--- src/rtl/instruction_fetch_unit.sv ---
// ---------------------------------------------------------------------------
// instruction_fetch_unit
//
// Multicycle fetch stage. Owns the program counter (PC) and the instruction
// register (IR) and drives the instruction memory byte address. A fetch
// request in IDLE presents the fetch address to memory. The unit then waits
// MEM_WAIT cycles for the combinational read to settle. It then latches the
// word into IR and advances PC by 4. Between fetches, PC can be loaded from
// PC+4, a branch target or a jump target.
//
// Optional feature macro: FETCH_ALIGN_CHECK_EN
//   defined   : misaligned or out-of-range fetch addresses (above ADDR_LIMIT)
//               are rejected. IR is cleared, FetchDone pulses, and the sticky
//               AddrFault flag is set.
//   undefined : no check is made. The low two address bits are forced to 00
//               and AddrFault is tied low.
//
// Parameters
//   RESET_PC     PC / Address value after reset
//   MEM_WAIT     settle cycles between Address update and IR capture (0..15)
//   ADDR_LIMIT   highest legal word byte-address (only with the check built)
//
// Ports
//   Clk           in   rising-edge clock
//   Rst_n         in   asynchronous active-low reset
//   FetchReq      in   start a fetch at current PC (sampled only in IDLE)
//   PCWrite       in   load PC from PCSrc selection (sampled only in IDLE)
//   PCSrc[1:0]    in   00 PC+4, 01 BranchTarget, 10 JumpTarget, 11 hold
//   BranchTarget  in   branch target byte address
//   JumpTarget    in   jump target byte address
//   Instruction   in   read data from instruction memory
//   Address       out  registered byte address to instruction memory
//   IR            out  latched instruction
//   PC            out  current program counter
//   PCPlus4       out  PC + 4 (combinational, wraps modulo 2^32)
//   FetchDone     out  one-cycle pulse after IR has been updated
//   Busy          out  high while waiting for memory
//   AddrFault     out  sticky illegal-address flag
// ---------------------------------------------------------------------------
module instruction_fetch_unit #(
  parameter logic [31:0] RESET_PC = 32'h0000_0000,
  parameter int unsigned MEM_WAIT = 1
`ifdef FETCH_ALIGN_CHECK_EN
  ,
  parameter logic [31:0] ADDR_LIMIT = 32'd1020
`endif
) (
  input  logic        Clk,
  input  logic        Rst_n,
  input  logic        FetchReq,
  input  logic        PCWrite,
  input  logic [1:0]  PCSrc,
  input  logic [31:0] BranchTarget,
  input  logic [31:0] JumpTarget,
  input  logic [31:0] Instruction,
  output logic [31:0] Address,
  output logic [31:0] IR,
  output logic [31:0] PC,
  output logic [31:0] PCPlus4,
  output logic        FetchDone,
  output logic        Busy,
  output logic        AddrFault
);

  typedef enum logic {
    IDLE = 1'b0,
    WAIT = 1'b1
  } state_e;

  localparam logic [3:0] WaitCycles = 4'(MEM_WAIT);

  state_e      state_q, state_d;
  logic [3:0]  cnt_q, cnt_d;
  logic [31:0] pc_q, pc_d;
  logic [31:0] addr_q, addr_d;
  logic [31:0] ir_q, ir_d;
  logic        fetchDone_q, fetchDone_d;

  logic [31:0] srcSel;
  logic [31:0] fetchAddr;

  assign PCPlus4 = pc_q + 32'd4;

  // Candidate PC value selected by PCSrc; 11 keeps PC where it is.
  always_comb begin
    srcSel = pc_q;
    case (PCSrc)
      2'b00:   srcSel = PCPlus4;
      2'b01:   srcSel = BranchTarget;
      2'b10:   srcSel = JumpTarget;
      default: srcSel = pc_q;
    endcase
  end

  // A fetch that coincides with PCWrite goes straight to the new target.
  assign fetchAddr = PCWrite ? srcSel : pc_q;

`ifdef FETCH_ALIGN_CHECK_EN
  logic addrFault_q, addrFault_d;
  logic fetchBad;

  assign fetchBad = (fetchAddr[1:0] != 2'b00) || (fetchAddr > ADDR_LIMIT);
`endif

  always_comb begin
    state_d     = state_q;
    cnt_d       = cnt_q;
    pc_d        = pc_q;
    addr_d      = addr_q;
    ir_d        = ir_q;
    fetchDone_d = 1'b0;
`ifdef FETCH_ALIGN_CHECK_EN
    addrFault_d = addrFault_q;
`endif
    case (state_q)
      IDLE: begin
        if (FetchReq) begin
`ifdef FETCH_ALIGN_CHECK_EN
          // Rejected fetches complete immediately with a zero instruction
          // so the control FSM sees a normal FetchDone handshake.
          if (fetchBad) begin
            ir_d        = 32'h0000_0000;
            fetchDone_d = 1'b1;
            addrFault_d = 1'b1;
          end else begin
            pc_d    = fetchAddr;
            addr_d  = fetchAddr;
            cnt_d   = WaitCycles;
            state_d = WAIT;
          end
`else
          pc_d    = fetchAddr;
          addr_d  = {fetchAddr[31:2], 2'b00};
          cnt_d   = WaitCycles;
          state_d = WAIT;
`endif
        end else if (PCWrite) begin
          pc_d = srcSel;
        end
      end
      WAIT: begin
        if (cnt_q != 4'd0) begin
          cnt_d = cnt_q - 4'd1;
        end else begin
          ir_d        = Instruction;
          pc_d        = PCPlus4;
          fetchDone_d = 1'b1;
          state_d     = IDLE;
        end
      end
      default: state_d = IDLE;
    endcase
  end

  always_ff @(posedge Clk or negedge Rst_n) begin
    if (!Rst_n) begin
      state_q     <= IDLE;
      cnt_q       <= 4'd0;
      pc_q        <= RESET_PC;
      addr_q      <= RESET_PC;
      ir_q        <= 32'h0000_0000;
      fetchDone_q <= 1'b0;
    end else begin
      state_q     <= state_d;
      cnt_q       <= cnt_d;
      pc_q        <= pc_d;
      addr_q      <= addr_d;
      ir_q        <= ir_d;
      fetchDone_q <= fetchDone_d;
    end
  end

`ifdef FETCH_ALIGN_CHECK_EN
  always_ff @(posedge Clk or negedge Rst_n) begin
    if (!Rst_n) begin
      addrFault_q <= 1'b0;
    end else begin
      addrFault_q <= addrFault_d;
    end
  end

  assign AddrFault = addrFault_q;
`else
  assign AddrFault = 1'b0;
`endif

  assign Address   = addr_q;
  assign IR        = ir_q;
  assign PC        = pc_q;
  assign FetchDone = fetchDone_q;
  assign Busy      = (state_q == WAIT);

endmodule

--- config.mk ---
export PLATFORM = sky130hd
export DESIGN_NAME = instruction_fetch_unit
export DESIGN_NICKNAME = d
export VERILOG_FILES = /design/src/rtl/instruction_fetch_unit.sv
export SDC_FILE = /design/constraint.sdc
export NUM_CORES = 1
export LEC_CHECK = 0
export CAP_MARGIN = 20
export CORE_MARGIN = 3
export CORE_UTILIZATION = 50
export DETAILED_ROUTE_END_ITERATION = 12
export PLACE_DENSITY = 0.93
export SYNTH_ARGS = -nofsm -noshare
export SYNTH_HDL_FRONTEND = slang
export SYNTH_SLANG_ARGS = --single-unit
--- constraint.sdc ---
create_clock -name Clk -period 4.8 [get_ports Clk]
set_input_delay 1.44 -clock Clk [delete_from_list [all_inputs] [get_ports Clk]]
set_output_delay 1.44 -clock Clk [all_outputs]
set_load 0.01 [all_outputs]
# Yosys cells after proc, flatten, opt, wreduce, memory -nomap -nowiden
# Cells that the tools add are included.
[totals] inputBits=102 register_bits=100 wordCells=36 output_inout_bits=131
[classes] n_reduce_logical=6 n_eq_ne=7 muxes=12 addsub=2 n_bitwise=2
[op_table] op="one-hot mux 32 bit (3 select lines)" count=1
[op_table] op="two-way mux 32 bit" count=2
[op_table] op="one-hot mux 32 bit (2 select lines)" count=1
[op_table] op="adder 32 x 3 -> 32 bit, second input constant" count=1
[op_table] op="two-way mux 4 bit" count=2
[op_table] op="one-hot mux 4 bit (2 select lines)" count=1
[op_table] op="!= test 2 bit, second input constant" count=3
[op_table] op="AND reduction 2 bit" count=3
[op_table] op="two-way mux 1 bit" count=4
[op_table] op="!= test 4 x 1 -> 1 bit, second input constant" count=1
[op_table] op="nonzero test 4 bit" count=1
[op_table] op="subtractor 4 x 1 -> 4 bit, second input constant" count=1
[op_table] op="AND reduction 3 bit" count=1
[op_table] op="equality test 2 x 1 -> 1 bit, second input constant" count=1
[op_table] op="equality test 2 bit, second input constant" count=1
[op_table] op="logical NOT 2 bit" count=1
[op_table] op="!= test 2 x 1 -> 1 bit, second input constant" count=1
[op_table] op="NOT 1 bit" count=2
[op_table] op="one-hot mux 1 bit (2 select lines)" count=1

# Logic depth before layout (Yosys ltp)
[depth] ltp_word=4 mapped_depth=8 mapped_depth_nobuf=7

# Least setup slack after synthesis
# Ideal clock, no wire load.
[synth_path] kind="reg2out" from="register pc_q[3] (netlist: PC[3])" to="output PCPlus4[18]" arrival_time_ns=1.917 t_required_ns=3.360 n_path_buf=2 path_stages_with_launch=8 slack_ns=1.443 cell_sequence="dfrtp_1 -> ha_1 -> and4_4 -> and4_1 -> buf_4 -> and3_1 -> buf_4 -> xor2_1"
[synth_via] elab_chain_len=1
[synth_rtl] item="from (decl)" line="74" rtl="logic [31:0] pc_q, pc_d;"
[synth_rtl] item="from (signal assigned)" line="166" rtl="pc_q <= pc_d;"
[synth_rtl] item="adder 32 x 3 -> 32 bit" line="82" rtl="assign PCPlus4 = pc_q + 32'd4;"
[synth_rtl] item="to (decl)" line="59" rtl="output logic [31:0] PCPlus4,"
# Every way passes these cells.

# Worst setup path in the final report
# Ends and elaborated chain as after synthesis.

==> flow_metrics.env <==
export IMPL_status="completed"
export IMPL_ir_drop_uv=386
export IMPL_seq_power_share_pct=32.4
export IMPL_clock_power_share_pct=12.6
export IMPL_crit_reg2reg_capture="Address[5]$_DFFE_PN0P_"
export IMPL_worstPathArrival_ns=3.07
export IMPL_die_x_um=121
export IMPL_drt_initial_drc_count=798
export IMPL_grt_pass1_vias=6832
export IMPL_multi_input_area_sq_um=3680
export IMPL_cp_max_fo=9
export IMPL_postCtsHoldBufs=0
export IMPL_finish_net_count=1032
export IMPL_fin_crit_sh_pct=94.0
export IMPL_cts_tree="yes"
export IMPL_postRouteAntennaNets=0
export IMPL_path_class="reg2out"
export IMPL_drv_slew=0
export IMPL_yosys_top_cells_area="dfrtp_1 (38%), mux2_2 (5.8%), o21ai_0 (5.5%)"
export IMPL_cell_internal_pwr_mw=3.23
export IMPL_hold_viol_final=0
export IMPL_grt_pass1_wl_um=35400
export IMPL_n_antenna_cell=0
export IMPL_fmax_mhz=222
export IMPL_r2r_cells=6
export IMPL_crit_slowest_cell="clkdlybuf4s50_1"
export IMPL_yosysWarnings=0
export IMPL_yosysSeqAreaShare_pct=38.0
export IMPL_initial_core_util_pct=51.6
export IMPL_worstSetupEndpointType="primary output"
export IMPL_antenna_found_initial=0
export IMPL_routedWlPerCell_um=20.6
export IMPL_synth_largest_area_cell="dfrtp_1"
export IMPL_reg2reg_from="Busy$_DFF_PN0_"
export IMPL_place_gp_congestion=0.940
export IMPL_synthTopCellsByCount="dfrtp_1 (100), o21ai_0 (73), nand2_1 (67), nor2_1 (62), clkbuf_1 (36)"
export IMPL_cp_num_cells=6
export IMPL_place_ws_ns=0.705
export IMPL_worstMarginPinSlew_ns=1.04
export IMPL_vias=6810
export IMPL_synth_most_common_cell="dfrtp_1"
export IMPL_cts_htree_levels=3
export IMPL_synth_top_area_share_pct=38.0
export IMPL_async_flop_share_pct=100
export IMPL_clkLatencyLatePin_ns=0.36
export IMPL_min_path_type="reg2reg"
export IMPL_max_slew_margin_rel_pct=30.5
export IMPL_regArea_sq_um=2500
export IMPL_power_density_nw_per_um2=603
export IMPL_grt_overflow_total=0
export IMPL_cp_required_ns=3.36
export IMPL_wl_um=22800
export IMPL_clock_path_buffers=2
export IMPL_leakagePower_nw=3.66
export IMPL_clock_skew_ns=0.0132
export IMPL_hpwlAfterDp_um=16700
export IMPL_ys_flop_type="dfrtp_1"
export IMPL_clk_pin_slew_ns=0.07
export IMPL_final_util_pct=71.8
export IMPL_synth_area_per_cell_sq_um=8.86
export IMPL_p_total_mw=5.53
export IMPL_synth_edf_count=0
export IMPL_reg2reg_slack_ns=2.09
export IMPL_portBuffers=229
export IMPL_combPwrFrac_pct=55.0
export IMPL_grt_max_degree=82
export IMPL_cts_buffers=9
export IMPL_cts_repair_resized=0
export IMPL_crit_chain="ha_1 > and4_4 > and4_1 > and3_1 > xor2_1 > clkdlybuf4s50_1"
export IMPL_netlist_area_sq_um=6590
export IMPL_fp_dieH_um=121
export IMPL_first_pass_iters=6
export IMPL_core_rowCount=41
export IMPL_min_period_ns=4.51
export IMPL_maxCapViolCount=0
export IMPL_slowest_delay_ns=0.55
export IMPL_start_kind="flop"
export IMPL_track_usage_pct=30.9
export IMPL_crit_buf_inv=1
export IMPL_core_sq_um=12800
export IMPL_fill_cells=941
export IMPL_p_sw_mw=2.30
export IMPL_area_growth_pct=39.3
export IMPL_fin_ws_ns=0.287
export IMPL_setup_tns_final_ns=0
export IMPL_setup_viol=0
export IMPL_startpoint="PC[3]$_DFFE_PN0N_"
export IMPL_synthCells=744
export IMPL_ys_ff_latch=100
export IMPL_swShare_pct=41.6
export IMPL_drcViolationCount=0
export IMPL_postCtsSetupBuffers=0
export IMPL_drive_gt1_share_pct=10.5
export IMPL_synth_cell_type_count=74
export IMPL_io_pins=233
export IMPL_worstSetupEndpoint="PCPlus4[18]"
export IMPL_die_area_sq_um=14600
export IMPL_root_buffer="clkbuf_16"
export IMPL_cts_sinks=100
export IMPL_rsz0062_at_grt="false"
export IMPL_avgViaCountPerCell=6.16
export IMPL_path_delay_family="simple AND/OR/NAND/NOR gates"
cell type report:
type                            instances  share of cell area, %
Clock buffer                            9                   2.45
Tap cell                              172                   2.35
Clock inverter                          7                  0.559
Multi-Input combinational cell        554                   40.2
Sequential cell                       100                   27.3
Timing Repair Buffer                  247                   26.6
Inverter                               16                  0.654
power groups by stage:
stage | combinational [mW] | sequential [mW] | clock, mW
CTS | 3.04 | 1.78 | 0.706
global route | 3.28 | 1.86 | 0.739
finish | 3.04 | 1.79 | 0.698
floorplan | 1.56 | 1.71 | 0
detailed placement | 3.02 | 1.79 | 0
global placement | 2.96 | 1.76 | 0
kinds of logic (layout without fill, tap and decap cells):
kind of cell,count (synthesis),after routing,share of synthesized area [%]
mux,55,55,9.00
compound gates,211,211,20.9
buf+inv,92,279,6.34
simple gates,244,244,20.2
xor+xnor,39,39,5.18
fa+ha+maj,2,2,0.380
flops,100,100,38.0
other cells,1,3,0.0569
layer usage:
layer  global-route usage (%)  up-vias  part of all wire (%)
met1                     37.3     3187                    36
met4                     16.7        0                   4.3
li1                         -     3071                     -
met5                        0        -                     0
met3                     9.92       74                    13
met2                     49.0      478                    47
per-stage QoR:
| step | cells | hold slack (ns) | instance area, sq um |
|---|---|---|---|
| after floorplan | 746 | 0.462 | 6600 |
| after global placement | 1087 | 0.463 | 8870 |
| after detailed placement | 1088 | 0.475 | 8870 |
| after CTS | 1104 | 0.490 | 9150 |
| after global routing | 1105 | 0.512 | 9180 |
| final | 1105 | 0.485 | 9180 |
layout by cell type (no fill, tap or decap), drive strengths merged, types with 5 or more instances in the layout:
cell type,netlist,routed
and4,8,8
a211oi,6,6
o221ai,11,11
o22ai,7,7
a31oi,9,9
o22a,6,6
buf,40,20
or3,6,6
xor2,17,17
o21ai,75,75
dfrtp,100,100
a22o,5,5
inv,16,17
and3,13,13
nor4,12,12
o21a,5,5
mux2i,21,21
clkdlybuf4s50,0,227
clkbuf,36,9
a22oi,10,10
nand4,14,14
nor3,20,20
o31ai,7,7
a21oi,32,32
xnor2,22,22
nor2,63,63
nand2,67,67
mux2,34,34
nand3,20,20
sequential cells by signal, summed over array words and instances (netlist names):
signal / count
Address: 30
Busy: 1
FetchDone: 1
IR: 32
PC: 32
cnt_q: 4
worst reg2reg max path: stages, from the launching register on:
cell and delay, ns:
dfrtp_1 0.40, inv_1 0.39, nand2_1 0.75, buf_4 0.50
or3_1 0.38, o21ai_0 0.08, a31oi_1 0.07
how the worst min path moves through the flow:
| stage | startpoint | endpoint | slack [ns] | depth (start not counted) |
|---|---|---|---|---|
| after floorplan | cnt_q[0]$_DFFE_PN0P_ | cnt_q[0]$_DFFE_PN0P_ | 0.46 | 1 |
| after global placement | Address[16]$_DFFE_PN0P_ | Address[16]$_DFFE_PN0P_ | 0.46 | 2 |
| after CTS | Address[9]$_DFFE_PN0P_ | Address[9]$_DFFE_PN0P_ | 0.49 | 2 |
| after detailed placement | Address[9]$_DFFE_PN0P_ | Address[9]$_DFFE_PN0P_ | 0.47 | 2 |
| after global routing | Address[12]$_DFFE_PN0P_ | Address[12]$_DFFE_PN0P_ | 0.51 | 2 |
| final | Address[17]$_DFFE_PN0P_ | Address[17]$_DFFE_PN0P_ | 0.48 | 2 |
Power figures use the tool's default switching activity.
